[src/rtl/b2r_slice_converter.sv]
// Block-to-row converter: buffers one block-row of BLOCK_SIZE x BLOCK_SIZE blocks,
// then re-emits it as row chunks in raster order; flags completion of a full slice.
module b2r_slice_converter #(
  parameter int WIDTH      = 16,
  parameter int BLOCK_SIZE = 2,
  parameter int ROW_BLOCKS = 4,
  parameter int COL_BLOCKS = 2
) (
  input  logic                                clk,
  input  logic                                rst,
  input  logic                                internal_rst_n_b2r,
  input  logic                                in_valid,
  output logic                                in_ready,
  input  logic [BLOCK_SIZE*BLOCK_SIZE*WIDTH-1:0] in_data,
  output logic                                out_valid,
  input  logic                                out_ready,
  output logic [BLOCK_SIZE*WIDTH-1:0]         out_data,
  output logic                                out_row_last,
  output logic                                out_last,
  output logic                                slice_done_b2r_wrap
);

  localparam int BLK_W = BLOCK_SIZE * BLOCK_SIZE * WIDTH;
  localparam int ROW_W = BLOCK_SIZE * WIDTH;
  localparam int BI_W  = (ROW_BLOCKS > 1) ? $clog2(ROW_BLOCKS) : 1;
  localparam int R_W   = (BLOCK_SIZE > 1) ? $clog2(BLOCK_SIZE) : 1;
  localparam int BR_W  = (COL_BLOCKS > 1) ? $clog2(COL_BLOCKS) : 1;

  localparam logic [BI_W-1:0] BI_LAST = BI_W'(ROW_BLOCKS - 1);
  localparam logic [BI_W-1:0] BI_ONE  = BI_W'(1);
  localparam logic [R_W-1:0]  R_LAST  = R_W'(BLOCK_SIZE - 1);
  localparam logic [R_W-1:0]  R_ONE   = R_W'(1);
  localparam logic [BR_W-1:0] BR_LAST = BR_W'(COL_BLOCKS - 1);
  localparam logic [BR_W-1:0] BR_ONE  = BR_W'(1);

  localparam logic [1:0] ST_FILL  = 2'd0;
  localparam logic [1:0] ST_DRAIN = 2'd1;
  localparam logic [1:0] ST_DONE  = 2'd2;

  logic [1:0]      state_r;
  logic [BI_W-1:0] blk_idx_r;
  logic [BI_W-1:0] col_idx_r;
  logic [R_W-1:0]  row_idx_r;
  logic [BR_W-1:0] brow_idx_r;
  logic [BLK_W-1:0] buffer_r [ROW_BLOCKS];

  // Handshake qualifiers; the rearm input gates both sides so an abort cycle completes nothing.
  always_comb begin
    in_ready            = 1'b0;
    out_valid           = 1'b0;
    out_row_last        = 1'b0;
    out_last            = 1'b0;
    out_data            = '0;
    slice_done_b2r_wrap = 1'b0;
    if (!rst && internal_rst_n_b2r) begin
      in_ready  = (state_r == ST_FILL);
      out_valid = (state_r == ST_DRAIN);
    end else begin
      in_ready  = 1'b0;
      out_valid = 1'b0;
    end
    if (out_valid) begin
      out_data     = buffer_r[col_idx_r][row_idx_r*ROW_W +: ROW_W];
      out_row_last = (col_idx_r == BI_LAST);
      out_last     = (col_idx_r == BI_LAST) && (row_idx_r == R_LAST) && (brow_idx_r == BR_LAST);
    end else begin
      out_data     = '0;
      out_row_last = 1'b0;
      out_last     = 1'b0;
    end
    slice_done_b2r_wrap = (state_r == ST_DONE) && !rst;
  end

  // Block storage; contents are don't-care after reset or abort, so no reset here.
  always_ff @(posedge clk) begin
    if (in_valid && in_ready) begin
      buffer_r[blk_idx_r] <= in_data;
    end
  end

  // Fill/drain/done sequencing and raster counters.
  always_ff @(posedge clk) begin
    if (rst || !internal_rst_n_b2r) begin
      state_r    <= ST_FILL;
      blk_idx_r  <= '0;
      col_idx_r  <= '0;
      row_idx_r  <= '0;
      brow_idx_r <= '0;
    end else begin
      case (state_r)
        ST_FILL: begin
          if (in_valid) begin
            if (blk_idx_r == BI_LAST) begin
              blk_idx_r <= '0;
              row_idx_r <= '0;
              col_idx_r <= '0;
              state_r   <= ST_DRAIN;
            end else begin
              blk_idx_r <= blk_idx_r + BI_ONE;
            end
          end
        end
        ST_DRAIN: begin
          if (out_ready) begin
            if (col_idx_r == BI_LAST) begin
              col_idx_r <= '0;
              if (row_idx_r == R_LAST) begin
                row_idx_r <= '0;
                if (brow_idx_r == BR_LAST) begin
                  state_r <= ST_DONE;
                end else begin
                  brow_idx_r <= brow_idx_r + BR_ONE;
                  state_r    <= ST_FILL;
                end
              end else begin
                row_idx_r <= row_idx_r + R_ONE;
              end
            end else begin
              col_idx_r <= col_idx_r + BI_ONE;
            end
          end
        end
        ST_DONE: begin
          state_r <= ST_DONE;
        end
        default: begin
          state_r <= ST_FILL;
        end
      endcase
    end
  end

endmodule
[config.mk]
export PLATFORM = sky130hd
export DESIGN_NAME = b2r_slice_converter
export DESIGN_NICKNAME = d
export VERILOG_FILES = /design/src/rtl/b2r_slice_converter.sv
export SDC_FILE = /design/constraint.sdc
export NUM_CORES = 1
export LEC_CHECK = 0
export BUFFER_PORTS_ARGS = -buffer_cell sky130_fd_sc_hd__buf_4
export CORE_MARGIN = 5
export CORE_UTILIZATION = 63
export CTS_CLUSTER_DIAMETER = 200
export CTS_CLUSTER_SIZE = 12
export DETAILED_ROUTE_END_ITERATION = 16
export HOLD_SLACK_MARGIN = 0.05
export PLACE_DENSITY = 0.84
export SLEW_MARGIN = 20
export SYNTH_ARGS = -nofsm -noshare
export SYNTH_HDL_FRONTEND = slang
export SYNTH_SLANG_ARGS = --single-unit
[constraint.sdc]
create_clock -name clk -period 7.8 [get_ports clk]
set_input_delay 0.78 -clock clk [delete_from_list [all_inputs] [get_ports clk]]
set_output_delay 0.78 -clock clk [all_outputs]
set_load 0.005 [all_outputs]
* After elaboration in Yosys (flattened, before gate mapping)
Memory sizes are Yosys's and may differ from the RTL's. A register that Yosys moved wholly into a read port is not among the register bits.
Cells that the tools add are included.
** Storage, ports and cells
- Output and inout port bits :: 37
- Bits in writable memories :: 256
- Logic and storage cells :: 64
- Register bits after elaboration :: 8
- Memories kept :: 1
** Memories
- buffer_r :: words 4, bits a word 64, rd ports 1, clocked after Yosys merged registers in 1, write ports 1, RTL line 45 : logic [BLK_W-1:0] buffer_r [ROW_BLOCKS];
** Cells by class
- Shift operators :: 1
- Equal/unequal tests :: 9
- Muxes and demuxes :: 29
- Add/subtract/negate cells :: 4
- Reduce and logical (&&, ||, !) cells :: 15
** Operators with widths (count)
- 64-bit by 7-bit variable part select with 32-bit output :: 1
- 32-bit two-way mux :: 1
- 2-bit two-way mux :: 13
- 1-bit two-way mux :: 12
- 5-bit AND reduction :: 2
- 4-bit AND reduction :: 2
- 2-bit equality test (second input constant) :: 3
- 2-bit inequality test (second input constant) :: 3
- 2-bit one-hot mux with 3 select lines :: 1
- 1-bit logical AND :: 5
- 2-bit by 1-bit adder with 2-bit output (second input constant) :: 2
- 2-bit by 1-bit inequality test with 1-bit output (second input constant) :: 2
- 2-bit one-hot mux with 2 select lines :: 1
- 1-bit adder (second input constant) :: 2
- 2-bit by 1-bit equality test with 1-bit output (second input constant) :: 1
- 1-bit logical NOT :: 2
- 2-bit logical NOT :: 1
- 1-bit one-hot mux with 2 select lines :: 1
- 2-bit AND reduction :: 1
- 2-bit nonzero test :: 1
- 1-bit logical OR :: 1

* Longest topological paths before layout
Gate-level depths: netlist of run 1.
- Depth in word-level cells :: 6
- Gate-level depth with buffers :: 5
- Gate-level depth less buffers :: 4

* Worst setup path before layout of run 1
OpenSTA, ideal clock, no wires.
- Kind :: input-to-reg
- From :: in rst
- To :: mem buffer_r[0][0] (netlist name) (enable)
- Path slack :: 4425 ps
- Arrival time :: 2946 ps
- Setup time :: 429 ps
- Buffers on the path :: 1
- Stages :: 4
- Path through :: nand2b_1 -> clkbuf_1 -> nor4b_2 -> and2_1
** Between the ends
- Longest elaborated chain between the ends :: 6
** Ends and longest elaborated chain
- start, declared :: RTL line 10 : input logic rst,
- 1-bit logical NOT :: RTL line 55 : if (!rst && internal_rst_n_b2r) begin
- 1-bit logical AND :: RTL line 55
- 1-bit two-way mux :: RTL line 55
- 1-bit logical AND :: RTL line 76 : if (in_valid && in_ready) begin
- 1-bit two-way mux :: RTL line 76
- 1-bit two-way mux (implied by the code) :: RTL line 77 : buffer_r[blk_idx_r] <= in_data;
- end, declared :: RTL line 45
Every way passes these cells.

==> impl_metrics.yaml, run 1 <==
grt:
  antenna_found_initial: 0
  grt_pass1_vias: 5126
  grt_pass1_wl_um: 28900
  grt_usage: 0.204
  grt_max_degree: 65
  overflow: 0
synthesis:
  syn_area_sq_mm: 0.0102
  syn-num-nets: 518
  synth_top_area_frac: 0.750
  ys_ff_latch: 266
  netlist_top_cells_area: "edfxtp_1, mux4_2, mux4_1, a22o_1, dfxtp_1"
  syn_avg_cell_area_sq_um: 23.1
  synthCells: 443
  synth_warnings: 0
  yosysSeqAreaShare: 0.770
  synth.distinct_cells: 31
  async_reset_ff_frac: 0
  synth_edf_count: 256
  synth_top_cell_by_area: "edfxtp_1"
  dominantRegCellSynth: "edfxtp_1"
sta:
  relSlewSlack: 0.347
  post-route-min-period_ns: 3.69
  hold_viol_final: 0
  rsz0062_at_grt: "no"
  period_share: 0.473
  worst_pin_slew_ns: 0.980
  final.setup_skew_ns: 0.0116
  fmax_mhz: 271
  drv_slew: 0
  finalSetupViolations: 0
  fin_tns_setup_ns: 0
setup_path:
  r2r_slack_ns: 5.58
  endpoint_kind: "output port"
  cp_data_arrival_time_ns: 2.91
  crit_type: "reg2out"
  path_max_fanout: 52
  r2r_end: "buffer_r[2][39]"
  ff2ff_path_depth: 2
  cp-endpoint: "out_data[31]"
  critPathLaunchType: "register"
  timing.rr.start: "state_r[1]"
  cp.required_ns: 7.02
floorplanning:
  die_h_um: 138
  dieArea_sq_mm: 0.0189
  start_util: 0.643
  io_pins: 106
  num_rows: 46
  coreArea_sq_mm: 0.0159
  die_w_um: 138
detailed_routing:
  vias: 4772
  drtPass1Iterations: 5
  drt-total-wl_um: 18500
  drc: 0
  antenna_left: 0
  initialDrtViolationCount: 356
  avgRoutedWirePerCell_um: 23.7
  viasPerCell: 6.13
run_status:
  status: "finished clean"
cells_and_area:
  area_delta_synth_final_pct: 16.1
  fin_nets: 629
  drive_above_1_share: 0.337
  diodes: 0
  stdcell_count: 779
  utilization: 0.746
power:
  peakVddDrop_uv: 200
  leakage_nw: 3.92
  cellPowerDensity_mw_per_mm2: 231
clocking:
  cts_setup_buffers: 0
  worstSkewPairLatency_ns: 0.51
  cts_buffers: 26
  root_buffer: "clkbuf_16"
  cts_max_level: 1
  clkTransAtPathRegs_ns: 0.06
  post_cts_resized: 0
  clockBufferDepth: 3
  tritoncts: "done"
  ctsHoldBuffers: 0
  cts_sinks: 266
run:
  maxCapViolCount: 0
hold_path:
  min_path_type: "in2reg"
place:
  portBuffers: 105
  finalWeightedCongestion: 0.795
  dpl.hpwl_um: 10600
  dp_cells: 742
routing by layer:
layer / global-route usage / up-vias / wire, um
met3: 0.0358 / 32 / 1060
met1: 0.277 / 2480 / 7180
met5: 0 / - / 0
met4: 0.0565 / 0 / 389
li1: - / 2108 / -
met2: 0.349 / 152 / 9860
critical path, cell delays in order, from the launching register on:
cell     delay (ns)
dfxtp_4        0.50
buf_4          0.78
mux4_1         0.65
a22o_1         0.26
buf_4          0.14
state kept, by name, indices dropped and copies added (netlist names), named ones only:
signal / flops
row_idx_r: 1
blk_idx_r: 2
brow_idx_r: 1
state_r: 2
buffer_r: 256
col_idx_r: 2
stage by stage:
stage / setup slack (ns) / hold slack [ns] / area [sq um] / total power, W
2_1_floorplan: 4.43 / 0.454 / 10200 / 0.00163
3_3_place_gp: 4.53 / 0.479 / 11200 / 0.00167
3_5_place_dp: 4.47 / 0.520 / 11200 / 0.00168
4_1_cts: 4.01 / 0.447 / 11900 / 0.00277
5_1_grt: 3.86 / 0.440 / 11900 / 0.00283
6_report: 4.11 / 0.465 / 11900 / 0.00275
power by group:
part	switching (W)	internal [W]	total (W)
combinational	0.0000318	0.0000329	0.0000647
clock	0.000473	0.000625	0.00110
sequential	0.00000331	0.00158	0.00158
total	0.000508	0.00224	0.00275
synth_stat cells (2+ instances only):
cell,instances
nand2_1,4
buf_2,3
inv_1,2
buf_6,7
o21ai_0,4
buf_4,7
nand2b_1,3
nor2b_1,3
clkbuf_1,8
nor3_1,2
mux2i_1,2
dfxtp_1,10
ha_1,6
nand3_1,5
a22o_1,32
nor2_1,6
a21oi_1,3
and2_1,6
mux4_1,19
mux4_2,45
edfxtp_1,256
final cells by class:
| class | instances | area (sq um) |
|---|---|---|
| repair buffers | 108 | 811 |
| well taps | 216 | 270 |
| clock buffers | 36 | 709 |
| inverters | 2 | 7.51 |
| fillers | 874 | 4050 |
| clock inverters | 1 | 11.3 |
| multi-input cells | 150 | 2190 |
| flip-flops and latches | 266 | 7890 |
cells by family (layout without fill, tap and decap cells):
family,after synthesis,in the layout,share of synthesized area
adders and majority gates,6,6,0.00733
buffers and inverters,27,147,0.0180
AOI/OAI and AO/OA,43,43,0.0338
muxes,66,66,0.150
DFF,266,266,0.770
and+or+nand+nor,35,35,0.0215
worst min path at each step:
stage | startpoint | end | slack (ns) | cells after the start
after floorplan | brow_idx_r | brow_idx_r | 0.45 | 2
after global placement | brow_idx_r | brow_idx_r | 0.48 | 2
after detailed placement | col_idx_r[1] | register | 0.52 | 2
after CTS | in_data[32] | buffer_r[0][32] | 0.45 | 1
after global routing | in_data[32] | buffer_r[0][32] | 0.44 | 1
final | in_data[18] | buffer_r[2][18] | 0.46 | 1
layout by cell type (no fill, tap or decap), types with 2 or more instances in the layout:
cell type  instances
o21ai_0            4
nand2_1            4
nand3_1            5
buf_4            108
nor2b_1            2
dfxtp_1            8
nor3_1             2
a21oi_1            3
nor2_1             6
inv_1              2
mux4_2            45
clkbuf_16         27
mux2i_1            2
and2_1             2
and2_4             4
ha_1               6
mux4_1            19
clkbuf_1           9
a22o_1            32
edfxtp_1         256
nand2b_1           3
(Power assumes the default switching activity.)
==> run 2, diff against run 1 <==
ABC_AREA = 1   (was unset)
CORE_UTILIZATION = 59   (was 63)
PLACE_DENSITY = 0.8   (was 0.84)
clock period = 3.8 ns   (was 7.8 ns; I/O delays follow)
==> impl_metrics.yaml, run 2 <==
detailed_routing:
  viasPerCell: 5.67
  vias: 6965
  initialDrtViolationCount: 590
  drt-total-wl_um: 22200
  antenna_left: 0
  drc: 0
  drtPass1Iterations: 5
  avgRoutedWirePerCell_um: 18.0
power:
  p_switching_w: 0.00108
  comb_power_share: 0.032
  cellPowerDensity_mw_per_mm2: 449
  power.share.sequential: 0.571
  switching_share: 0.190
  power_w: 0.00569
  p_int_w: 0.00461
  pwr-share-clk: 0.397
  leakage_nw: 4.38
  peakVddDrop_uv: 375
sta:
  hold_viol_final: 0
  rsz0062_at_grt: "no"
  drv_slew: 0
  period_share: 0.717
  fin_tns_setup_ns: 0
  post-route-min-period_ns: 2.72
  relSlewSlack: 0.529
  final.setup_skew_ns: 0.0123
  setup_ws_ns: 1.08
  worst_pin_slew_ns: 0.705
  fin_hold_ws_ns: 0.0670
  fmax_mhz: 367
  finalSetupViolations: 0
cells_and_area:
  drive_above_1_share: 0.155
  area_delta_synth_final_pct: 17.9
  final_common_cell: "edfxtp_1"
  fin_nets: 1066
  fill_cells: 1223
  largest_register_ffs: 256
  diodes: 0
  stdcell_count: 1229
  final_cell_mix: "edfxtp_1, nor2_1, o21ai_0"
  largest_register: "buffer_r"
synthesis:
  synth.distinct_cells: 27
  netlist_top_cells_area: "edfxtp_1, nor2_1, o21ai_0, o21a_1, dfxtp_1"
  synthCells: 878
  dominantRegCellSynth: "edfxtp_1"
  synth_top_area_frac: 0.715
  synth_top_cell_by_area: "edfxtp_1"
  syn_avg_cell_area_sq_um: 12.2
  yosysMostFrequentCell: "edfxtp_1"
  synth_edf_count: 256
  ys_ff_latch: 266
  syn-num-nets: 953
  synth_warnings: 0
  syn_area_sq_mm: 0.0108
  async_reset_ff_frac: 0
  synth.top_cells.by_count: "edfxtp_1, nor2_1, o21ai_0"
  yosysSeqAreaShare: 0.733
clocking:
  cts_sinks: 266
  clkTransAtPathRegs_ns: 0.06
  worstSkewPairLatency_ns: 0.52
  tritoncts: "done"
  post_cts_resized: 0
  root_buffer: "clkbuf_16"
  cts_buffers: 26
  clockBufferDepth: 3
  cts_max_level: 1
floorplanning:
  num_rows: 49
  start_util: 0.599
  die_h_um: 145
  dieArea_sq_mm: 0.0210
  die_w_um: 145
  coreArea_sq_mm: 0.0180
  io_pins: 106
run:
  maxCapViolCount: 0
hold_path:
  hold_depth: 1
  hold_end: "buffer_r[0][19]"
  min_path_type: "in2reg"
  worstHoldStart: "in_data[19]"
place:
  dp_cells: 1167
  finalWeightedCongestion: 0.794
  portBuffers: 105
  dpl.hpwl_um: 12200
  pre_cts_ws_ns: 1.49
setup_path:
  path_max_fanout: 38
  timing.rr.start: "state_r[0]"
  endpoint_kind: "output port"
  cp.required_ns: 3.42
  r2r_end: "buffer_r[2][52]"
  critPathLaunchType: "register"
  ff2ff_path_depth: 4
  r2r_slack_ns: 2.02
  cp_data_arrival_time_ns: 2.34
  crit_type: "reg2out"
grt:
  grt_max_degree: 129
  grt_usage: 0.206
  grt_pass1_wl_um: 35600
  overflow: 0
  antenna_found_initial: 0
  grt_pass1_vias: 7135
run_status:
  status: "finished clean"
[run 2: timing repair]
action	4_1_cts	5_1_grt
hold buffers	24	1
endpoints found under the hold margin	86	4
buffers inserted	0	0
[run 2: critical path, cell delays in order, from the launching register on]
cell and delay, ns:
dfxtp_2 0.76, buf_4 0.54, nand3_1 0.22, nand2_1 0.10, nor2_1 0.05, buf_4 0.13
[run 2: layout make-up]
cell class	count	area, sq um	area share
sequential	266	7900	0.623
tap	229	287	0.0226
timing repair buffer	138	1190	0.0935
inverter	18	68.8	0.00543
clock buffer	36	709	0.0559
multi-input combinational	541	2520	0.199
clock inverter	1	11.3	0.000888
[run 2: logic make-up after synthesis]
| group | synth area share |
|---|---|
| adders and majority gates | 0.00698 |
| AOI/OAI and AO/OA | 0.102 |
| and+or+nand+nor | 0.123 |
| DFF | 0.733 |
| buffers and inverters | 0.0347 |
[run 2: layer usage]
metal	wire length, um	vias to the layer above	share of wire	track usage
met2	11300	230	0.51	0.355
met5	0	-	0	0
met3	1380	39	0.062	0.0331
met1	8990	3369	0.41	0.265
li1	-	3327	-	-
met4	549	0	0.025	0.0772
[run 2: worst max path at each step]
stage | start | end
detailed placement | rst | buffer_r[3][17]
floorplan | internal_rst_n_b2r | buffer_r[0][0]
CTS | row_idx_r | out_data[2]
global placement | rst | buffer_r[3][17]
global route | register | out_data[12]
finish | row_idx_r | out_data[25]
[run 2: through the flow]
stage | utilization | cell area [sq um]
after global placement | 0.652 | 11700
after detailed placement | 0.652 | 11700
after global routing | 0.706 | 12700
after CTS | 0.705 | 12700
after floorplan | - | 10800
final | 0.706 | 12700
[run 2: power groups by stage]
| stage | logic [W] | clock network, W | registers [W] |
|---|---|---|---|
| final | 0.000182 | 0.00226 | 0.00325 |
| after global routing | 0.000202 | 0.00241 | 0.00325 |
| after CTS | 0.000182 | 0.00231 | 0.00325 |
| after detailed placement | 0.000162 | 0 | 0.00332 |
| after global placement | 0.000155 | 0 | 0.00331 |
| after floorplan | 0.0000516 | 0 | 0.00332 |
==> run 3, diff against run 2 <==
ABC_AREA = 0   (was 1)
CORE_UTILIZATION = 53   (was 59)
PLACE_DENSITY = 0.76   (was 0.8)
clock period = 2.3 ns   (was 3.8 ns; I/O delays follow)
==> impl_metrics.yaml, run 3 (same netlist as run 1, synthesis figures left out) <==
floorplanning:
  io_pins: 106
  die_w_um: 149
  start_util: 0.542
  coreArea_sq_mm: 0.0189
  die_h_um: 149
  num_rows: 50
  dieArea_sq_mm: 0.0222
grt:
  grt_usage: 0.187
  grt_pass1_vias: 5565
  grt_pass1_wl_um: 31700
  antenna_found_initial: 0
  overflow: 0
  grt_max_degree: 49
clocking:
  cts_max_level: 1
  clockBufferDepth: 3
  worstSkewPairLatency_ns: 0.52
  root_buffer: "clkbuf_16"
  tritoncts: "done"
  clkTransAtPathRegs_ns: 0.06
  cts_sinks: 266
  cts_buffers: 26
detailed_routing:
  initialDrtViolationCount: 422
  drc: 0
  vias: 5273
  avgRoutedWirePerCell_um: 24.0
  antenna_left: 0
  drt-total-wl_um: 22100
  drtPass1Iterations: 5
  viasPerCell: 5.71
setup_path:
  endpoint_kind: "output port"
  crit_type: "reg2out"
  cp_data_arrival_time_ns: 2.12
  path_max_fanout: 8
  critPathLaunchType: "register"
  cp.required_ns: 2.07
sta:
  drv_slew: 0
  post-route-min-period_ns: 2.35
  relSlewSlack: 0.708
  finalSetupViolations: 17
  final.setup_skew_ns: 0.0156
  rsz0062_at_grt: "yes"
  hold_viol_final: 0
  worst_pin_slew_ns: 0.436
  period_share: 1.02
  fmax_mhz: 425
  setup_ws_ns: -0.0525
cells_and_area:
  largest_register: "buffer_r"
  drive_above_1_share: 0.365
  diodes: 0
  design_area_sq_mm: 0.0132
  final_common_cell: "edfxtp_1"
  area_delta_synth_final_pct: 28.4
  fill_cells: 1172
  regArea_sq_mm: 0.00790
  largest_register_ffs: 256
  final_cell_mix: "edfxtp_1, buf_4, dlygate4sd3_1"
  multiInputGateArea_sq_mm: 0.00213
  fin_nets: 728
run_status:
  violations: "negative setup slack"
  status: "finished, violations left"
power:
  peakVddDrop_uv: 598
  cellPowerDensity_mw_per_mm2: 719
  leakage_nw: 4.41
place:
  placed_area_sq_mm: 0.0115
  dpl.hpwl_um: 12100
  pre_cts_ws_ns: 0.311
  portBuffers: 105
  finalWeightedCongestion: 0.724
hold_path:
  min_path_type: "in2reg"
run:
  maxCapViolCount: 0
[run 3: changes by cell type in the layout (fill, tap and decap cells not counted), sizes merged, moves of 15 or more]
cell and change:
nor2 -235, o21ai -161, mux4 +64, nand2 -44, dlygate4sd3 +40, nand3 -33
a22o +32, o21a -32, buf +24, inv -15
[run 3: stage by stage]
step                std cells  setup TNS [ns]  power (W)  hold WS, ns   util
floorplan                 443               0    0.00553        0.329      -
global placement          802               0    0.00569        0.428  0.610
detailed placement        802               0    0.00571        0.434  0.610
CTS                       909          -0.763    0.00951        0.109  0.685
global route              923           -2.85    0.00977        0.118  0.696
finish                    923          -0.518    0.00946        0.128  0.696
[run 3: layout make-up]
cell class              count  area share
multi-input cells         150       0.162
flip-flops and latches    266       0.600
inverters                   2    0.000571
well taps                 260      0.0247
clock inverters             1    0.000856
repair buffers            207       0.157
clock buffers              37      0.0542
[run 3: repair_timing]
item,CTS,global route
setup endpoints to repair,32,32
hold buffers,65,0
buffers inserted,3,8
gates resized for setup,12,22
pin swaps,4,16
cloned,1,6
hold endpoints to repair,257,0
[run 3: worst paths after layout]
check / start / endpoint / slack (ns) / cells past startpoint
setup / recovery: register / out_data[4] / -0.05 / 5
hold / removal: rst / register / 0.13 / 4
setup reg to reg: state_r[0] / buffer_r[2][33] / 0.48 / 4
hold reg to reg: brow_idx_r / brow_idx_r / 0.51 / 2
[run 3: power breakdown]
| part | total [W] | switching [W] | internal (W) |
|---|---|---|---|
| logic | 0.000333 | 0.000140 | 0.000193 |
| clock network | 0.00376 | 0.00163 | 0.00213 |
| registers | 0.00537 | 0.0000133 | 0.00536 |
| total | 0.00946 | 0.00179 | 0.00768 |
[run 3: routing by layer]
metal	global-route usage	wire length, um	up-vias
li1	-	-	2299
met1	0.255	8870	2724
met2	0.319	11400	222
met3	0.0322	1440	28
met4	0.0444	387	0
met5	0	0	-
[run 3: worst max-delay path, cell delays in order, from the launching register on]
cell       delay, ns
dfxtp_4         0.39
buf_12          0.15
clkbuf_16       0.17
mux4_2          0.51
a22o_1          0.23
buf_4           0.15
